### config.mk
export PLATFORM = sky130hd
export DESIGN_NAME = ls_exec_unit
export DESIGN_NICKNAME = d
export VERILOG_FILES = /design/src/rtl/ls_exec_unit.sv
export SDC_FILE = /design/constraint.sdc
export NUM_CORES = 1
export LEC_CHECK = 0
export CORE_ASPECT_RATIO = 1.5
export CORE_MARGIN = 2
export CORE_UTILIZATION = 40
export DETAILED_ROUTE_END_ITERATION = 12
export GPL_TIMING_DRIVEN = 1
export PLACE_DENSITY = 0.79
export SLEW_MARGIN = 20
export SYNTH_ARGS = -nofsm -noshare
export SYNTH_HDL_FRONTEND = slang
export SYNTH_SLANG_ARGS = --single-unit
### constraint.sdc
create_clock -name clk -period 6.76 [get_ports clk]
set_input_delay 1.014 -clock clk [delete_from_list [all_inputs] [get_ports clk]]
set_output_delay 1.014 -clock clk [all_outputs]
set_load 0.02 [all_outputs]
### src/rtl/ls_exec_unit.sv
// Load/store execution stage: performs one memory op at a time, byte-serially over an
// arbitrated 8-bit port, and returns extended load results on the LS CDB.
module ls_exec_unit #(
  parameter int ROB_W = 4,
  parameter int OP_W  = 6,
  parameter logic [OP_W-1:0] OP_LB  = 1,
  parameter logic [OP_W-1:0] OP_LH  = 2,
  parameter logic [OP_W-1:0] OP_LW  = 3,
  parameter logic [OP_W-1:0] OP_LBU = 4,
  parameter logic [OP_W-1:0] OP_LHU = 5,
  parameter logic [OP_W-1:0] OP_SB  = 6,
  parameter logic [OP_W-1:0] OP_SH  = 7,
  parameter logic [OP_W-1:0] OP_SW  = 8
) (
  input  logic             clk,
  input  logic             rst,
  input  logic             ena_from_lsb,
  input  logic [OP_W-1:0]  openum_from_lsb,
  input  logic [31:0]      mem_addr_from_lsb,
  input  logic [31:0]      store_value_from_lsb,
  input  logic [ROB_W-1:0] rob_id_from_lsb,
  output logic             busy_to_lsb,
  input  logic             jump_flag_from_rob,
  output logic             mem_req,
  output logic             mem_wr,
  output logic [31:0]      mem_a,
  output logic [7:0]       mem_dout,
  input  logic [7:0]       mem_din,
  input  logic             mem_grant,
  output logic             valid_to_cdb,
  output logic [ROB_W-1:0] rob_id_to_cdb,
  output logic [31:0]      result_to_cdb
);

  typedef enum logic [1:0] {IDLE, ISSUE, DRAIN, DONE} state_t;

  state_t           state_reg, state_next;
  logic [OP_W-1:0]  op_reg;
  logic [31:0]      addr_reg;
  logic [31:0]      data_reg;
  logic [ROB_W-1:0] rob_reg;
  logic [2:0]       size_reg;
  logic             store_reg;
  logic [1:0]       issue_cnt_reg;
  logic [1:0]       cap_cnt_reg;
  logic             pend_reg;
  logic [31:0]      buf_w;

  logic [2:0] req_size;
  logic       req_store;
  logic       accept;
  logic       issue_last;
  logic       cap_last;
  logic       flush_load;

  // Unknown op codes decode to size 0 and are never accepted.
  always_comb begin
    req_size  = 3'd0;
    req_store = 1'b0;
    case (openum_from_lsb)
      OP_LB, OP_LBU: req_size = 3'd1;
      OP_LH, OP_LHU: req_size = 3'd2;
      OP_LW:         req_size = 3'd4;
      OP_SB: begin req_size = 3'd1; req_store = 1'b1; end
      OP_SH: begin req_size = 3'd2; req_store = 1'b1; end
      OP_SW: begin req_size = 3'd4; req_store = 1'b1; end
      default: req_size = 3'd0;
    endcase
  end

  // Stores are already committed, so a coincident flush only drops loads.
  assign accept     = (state_reg == IDLE) && ena_from_lsb && (req_size != 3'd0) &&
                      (req_store || !jump_flag_from_rob);
  assign issue_last = mem_grant && ({1'b0, issue_cnt_reg} == size_reg - 3'd1);
  assign cap_last   = pend_reg && ({1'b0, cap_cnt_reg} == size_reg - 3'd1);
  assign flush_load = jump_flag_from_rob && !store_reg;
  assign busy_to_lsb = (state_reg != IDLE) | ena_from_lsb;

  always_ff @(posedge clk or negedge rst) begin
    if (!rst) state_reg <= IDLE;
    else      state_reg <= state_next;
  end

  always_comb begin
    state_next = state_reg;
    case (state_reg)
      IDLE:  if (accept) state_next = ISSUE;
      ISSUE: begin
        if (flush_load)      state_next = IDLE;
        else if (issue_last) state_next = store_reg ? IDLE : DRAIN;
      end
      DRAIN: begin
        if (flush_load)    state_next = IDLE;
        else if (cap_last) state_next = DONE;
      end
      DONE:    state_next = IDLE;
      default: state_next = IDLE;
    endcase
  end

  always_ff @(posedge clk or negedge rst) begin
    if (!rst) begin
      op_reg        <= '0;
      addr_reg      <= '0;
      data_reg      <= '0;
      rob_reg       <= '0;
      size_reg      <= '0;
      store_reg     <= 1'b0;
      issue_cnt_reg <= '0;
      cap_cnt_reg   <= '0;
      pend_reg      <= 1'b0;
    end else if (accept) begin
      op_reg        <= openum_from_lsb;
      addr_reg      <= mem_addr_from_lsb;
      data_reg      <= store_value_from_lsb;
      rob_reg       <= rob_id_from_lsb;
      size_reg      <= req_size;
      store_reg     <= req_store;
      issue_cnt_reg <= '0;
      cap_cnt_reg   <= '0;
      pend_reg      <= 1'b0;
    end else begin
      if (state_reg == ISSUE && mem_grant) issue_cnt_reg <= issue_cnt_reg + 2'd1;
      // Read data arrives the cycle after its grant, whatever the grant is doing then.
      pend_reg <= (state_reg == ISSUE) && !store_reg && mem_grant;
      if (pend_reg) cap_cnt_reg <= cap_cnt_reg + 2'd1;
    end
  end

  genvar gi;
  generate
    for (gi = 0; gi < 4; gi++) begin : g_slot
      logic [7:0] byte_reg;
      always_ff @(posedge clk or negedge rst) begin
        if (!rst)                                    byte_reg <= '0;
        else if (pend_reg && cap_cnt_reg == 2'(gi))  byte_reg <= mem_din;
      end
      assign buf_w[gi*8 +: 8] = byte_reg;
    end
  endgenerate

  always_comb begin
    mem_req       = 1'b0;
    mem_wr        = 1'b0;
    mem_a         = '0;
    mem_dout      = '0;
    valid_to_cdb  = 1'b0;
    rob_id_to_cdb = '0;
    result_to_cdb = '0;
    case (state_reg)
      ISSUE: begin
        mem_req  = 1'b1;
        mem_wr   = store_reg;
        mem_a    = addr_reg + {30'd0, issue_cnt_reg};
        mem_dout = store_reg ? data_reg[{issue_cnt_reg, 3'b000} +: 8] : 8'h00;
      end
      DONE: begin
        if (!jump_flag_from_rob) begin
          valid_to_cdb  = 1'b1;
          rob_id_to_cdb = rob_reg;
          case (op_reg)
            OP_LB:   result_to_cdb = {{24{buf_w[7]}}, buf_w[7:0]};
            OP_LH:   result_to_cdb = {{16{buf_w[15]}}, buf_w[15:0]};
            OP_LBU:  result_to_cdb = {24'd0, buf_w[7:0]};
            OP_LHU:  result_to_cdb = {16'd0, buf_w[15:0]};
            default: result_to_cdb = buf_w;
          endcase
        end
      end
      default: mem_req = 1'b0;
    endcase
  end

endmodule

# After elaboration in Yosys (flattened, before gate mapping)
# Index checks and enable logic that the tools add are counted.
# totals
reg_bits	117
out_inout_bits	80
word_cells	96
# classes
n_addsub	4
eq_ne	23
n_shift	1
muxes	26
n_bitwise	1
reduce_logical	27
# op_table
cell	n
$pmux 32 s4	1
$mux 32	3
$eq 6x3->1 const B	6
$add 32x2->32	1
$shiftx 32x6->8	1
$mux 2	10
$eq 6x2->1 const B	3
$mux 8	2
$logic_and 1x1->1	13
$eq 6x1->1 const B	2
$pmux 3 s3	1
$reduce_or 3->1	3
$eq 2x2->1 const B	4
$mux 4	2
$pmux 2 s4	1
$eq 2x3->1	2
$eq 6x4->1 const B	1
$mux 1	6
$ne 3x3->1 const B	2
$reduce_bool 2->1	3
$add 2x1->2 const B	2
$eq 2x1->1 const B	2
$logic_not 2->1	2
$reduce_and 3->1	1
7 further kinds	8

# Depth between registers and ports, before layout
# logic_depth
ltp_word	8
mapped_depth	8

# Least setup slack after synthesis
# Ideal clock, no wire load.
# synth_path
path_type	input port to output port
start	input jump_flag_from_rob
end	output result_to_cdb[21]
arrival_ns	2.489
t_required_ns	5.746
setup_slack_ns	3.257
stages	6
path_buffers	3
cell_sequence	clkbuf_1 -> or2_2 -> clkbuf_1 -> a21oi_1 -> buf_2 -> o21a_1
# synth_via
elab_chain_cells	2
# synth_rtl
element	line_no	source
start: declaration	23	input logic jump_flag_from_rob,
$mux 32	158	if (!jump_flag_from_rob) begin
$mux 32	150	case (state_reg)
end: declaration	32	output logic [31:0] result_to_cdb
# Every way passes these cells.

# Worst setup path in the final report
# layout_path
start	register issue_cnt_reg[0]
end	output mem_a[26]
# layout_via
elab_chain_cells	2
# layout_rtl
element	line_no	source
start: declaration	44	logic [1:0] issue_cnt_reg;
start signal: assignment	123	if (state_reg == ISSUE && mem_grant) issue_cnt_reg <= issue_cnt_reg + 2'd1;
$add 32x2->32	154	mem_a = addr_reg + {30'd0, issue_cnt_reg};
$mux 32	150	
end: declaration	26	output logic [31:0] mem_a,
# Every way passes these cells.

==> flow_summary_export.csv <==
group,metric,value,unit
cts,cts_tree,"built",
sta,rsz0062_at_grt,"no",
cts,ctsResizeCount,0,
sta,period_needed,5.01,ns
die,core,15100,sq um
job,drv_cap,0,
die,die_w,106,microns
setup_path,cp-start-kind,"flip-flop",
synthesis,synth_edf_count,0,
place,placed_cells,870,
cts,cts_sinks,117,
sta,slew_viol_final,0,
place,dp_slack,1.89,ns
place,dpl-instance-area,7930,sq um
routing,via_per_inst,5.41,
power,p_int,0.00179,W
power,switching_share,0.291,
global_routing,grt_pass1_vias,5231,
power,combPwrFrac,0.215,
global_routing,antenna_found_initial,0,
setup_path,cp.required,5.75,ns
cts,post_cts_buffers,0,
power,p_leak,3.40,nW
synthesis,synth_area,6210,sq um
power,p_per_area,296,nW/um^2
setup_path,crit_family,"simple AND/OR/NAND/NOR gates",
final_layout,n_antenna_cell,0,
routing,routedWlPerCell,17.8,microns
synthesis,avgSynthCellArea,11.6,sq um
die,die_h,157,microns
min_path,hold_class,"reg -> reg",
global_routing,grt_usage,0.198,
routing,drt-initial-drc-count,218,
final_layout,final_cells,903,
setup_path,timing.critical_path.to_type,"output port",
final_layout,layout_commonest_cell,"clkdlybuf4s50_1",
status,status,"completed",
sta,max_freq,200,MHz
routing,drc,0,
synthesis,synth.distinct_cells,49,
setup_path,crit_buf_inv,1,
cts,clk_pin_slew,0.05,ns
die,start_util,0.410,
synthesis,synth-seq-cells,117,
final_layout,layout.nets,786,
sta,hold_violations,0,
global_routing,grt_pass1_wl,26100,microns
die,rows,55,
global_routing,grt_max_degree,80,
place,port_buffers,166,
final_layout,design_area,8540,sq um
synthesis,synthFlopType,"dfrtp_1",
setup_path,critical_path_class,"reg -> out",
routing,vias,4885,
global_routing,grt-ovfl-total,0,
cts,cts_max_level,4,
synthesis,yosysSeqAreaShare,0.472,
sta,slew-limit-headroom,0.428,
sta,tightest_slew,0.856,ns
final_layout,final_cell_mix,"clkdlybuf4s50_1, dfrtp_1, mux2_2, a21oi_1, nand2_1",
power,power_frac_clock,0.341,
setup_path,cp_max_fo,16,
cts,clk_path_buf_depth,2,
synthesis,ys_warn_count,0,
cts,clkLatencyLatePin,0.40,ns
place,gp_congestion,0.789,
setup_path,cp_data_arrival_time,3.99,ns
routing,wl,16000,microns
synthesis,synth_nets,631,
final_layout,fillers,1272,
final_layout,utilization,0.564,
sta,skew,0.00754,ns
setup_path,cp_cell_sequence,"ha_1, fa_1, nand4_1, or3_1, or4_1, a21oi_1, clkdlybuf4s50_1",
final_layout,syn_to_final_growth,37.6,%
synthesis,async_reset_ff_frac,1.00,
sta,fin_crit_sh,0.740,
sta,finalSetupViolations,0,
setup_path,crit_path_top_delay_cell,"dfrtp_1",
power,vdd_ir_drop_max,188,uV
sta,setup_ws,1.75,ns
synthesis,netlist_instances,536,
routing,antenna_left,0,
routing,drt_pass1_iterations,4,
cts,cts_root_buf,"clkbuf_16",
die,die_area,16600,sq um
die,ios,167,
final_layout,drive_gt1_frac,0.222,
cts,numCtsBuffers,17,
sta,tns,0,ns
power,switchingPower,0.000736,W
setup_path,max_stage_delay,0.76,ns
place,hpwl,11600,microns
power,pwr-share-seq,0.444,
cts,hold_buffers,0,
-- kinds of logic after synthesis --
group | after synthesis | share of synthesized area
AOI/OAI and AO/OA | 84 | 0.0869
adders and majority gates | 8 | 0.0173
buffers and inverters | 45 | 0.0405
muxes | 112 | 0.217
and+or+nand+nor | 150 | 0.138
xor gates and xnor gates | 20 | 0.0282
DFF | 117 | 0.472
-- Yosys cell counts (2+ instances only) --
master	n	share of area
dfrtp_1	117	0.47
mux2_2	103	0.19
a21oi_1	30	0.024
nand2_1	28	0.017
nor2_1	19	0.011
clkbuf_1	17	0.010
o21a_1	17	0.021
and2_1	15	0.015
inv_1	12	0.0073
o21ai_0	12	0.0097
xnor2_1	12	0.017
o31ai_1	11	0.013
or4_1	11	0.013
and3_1	10	0.010
nand3_1	10	0.0081
nand4_1	10	0.010
or3_1	9	0.0091
mux4_2	8	0.029
xor2_1	8	0.011
buf_4	7	0.0085
ha_1	7	0.014
nand2b_1	6	0.0060
nor3_1	6	0.0048
nor4_1	5	0.0050
and3b_1	4	0.0056
and4_1	3	0.0042
buf_2	3	0.0024
buf_6	3	0.0054
clkbuf_8	3	0.0067
nor2b_1	3	0.0030
o311ai_0	3	0.0042
o41ai_1	3	0.0042
a2111oi_0	2	0.0028
and2_2	2	0.0024
nand3b_1	2	0.0024
nor3b_1	2	0.0024
-- power groups by stage --
stage | registers [W] | clock network [W] | logic [W]
after floorplan | 0.00105 | 0 | 0.000421
after global placement | 0.00112 | 0 | 0.000515
after detailed placement | 0.00113 | 0 | 0.000542
after CTS | 0.00112 | 0.000880 | 0.000547
after global routing | 0.00116 | 0.000916 | 0.000600
final | 0.00112 | 0.000861 | 0.000543
-- layout make-up --
type / instances / area [sq um] / area share
tap: 199 / 249 / 0.0291
clock inverter: 13 / 124 / 0.0145
inverter: 12 / 45.0 / 0.00527
clock buffer: 19 / 453 / 0.0530
multi-input combinational: 374 / 3040 / 0.356
sequential: 117 / 2930 / 0.343
timing repair buffer: 169 / 1700 / 0.199
-- stage by stage --
| step | total power, W | hold WS, ns |
|---|---|---|
| 3_3_place_gp | 0.00163 | 0.480 |
| 2_1_floorplan | 0.00147 | 0.471 |
| 3_5_place_dp | 0.00168 | 0.492 |
| 4_1_cts | 0.00255 | 0.505 |
| 5_1_grt | 0.00268 | 0.521 |
| 6_report | 0.00253 | 0.500 |
-- layer usage --
metal,up-vias,global-route usage,part of all wire
li1,2274,-,-
met1,2411,0.215,0.38
met2,177,0.373,0.55
met3,23,0.0487,0.058
met4,0,0.0683,0.014
met5,-,0,0
-- final timing paths --
path / startpoint / endpoint / slack, ns / depth (start not counted)
min in group asynchronous: rst / g_slot[2].byte_reg[0] / 0.57 / 1
worst max register to register: state_reg[0] / data_reg[9] / 3.74 / 5
max in group asynchronous: rst / addr_reg[2] / 5.11 / 3
worst min register to register: rob_reg[0] / rob_reg[0] / 0.50 / 1
worst max-delay path: issue_cnt_reg[0] / mem_a[26] / 1.75 / 7
worst min-delay path: rob_reg[0] / rob_reg[0] / 0.50 / 1
Power figures use the tool's default switching activity.
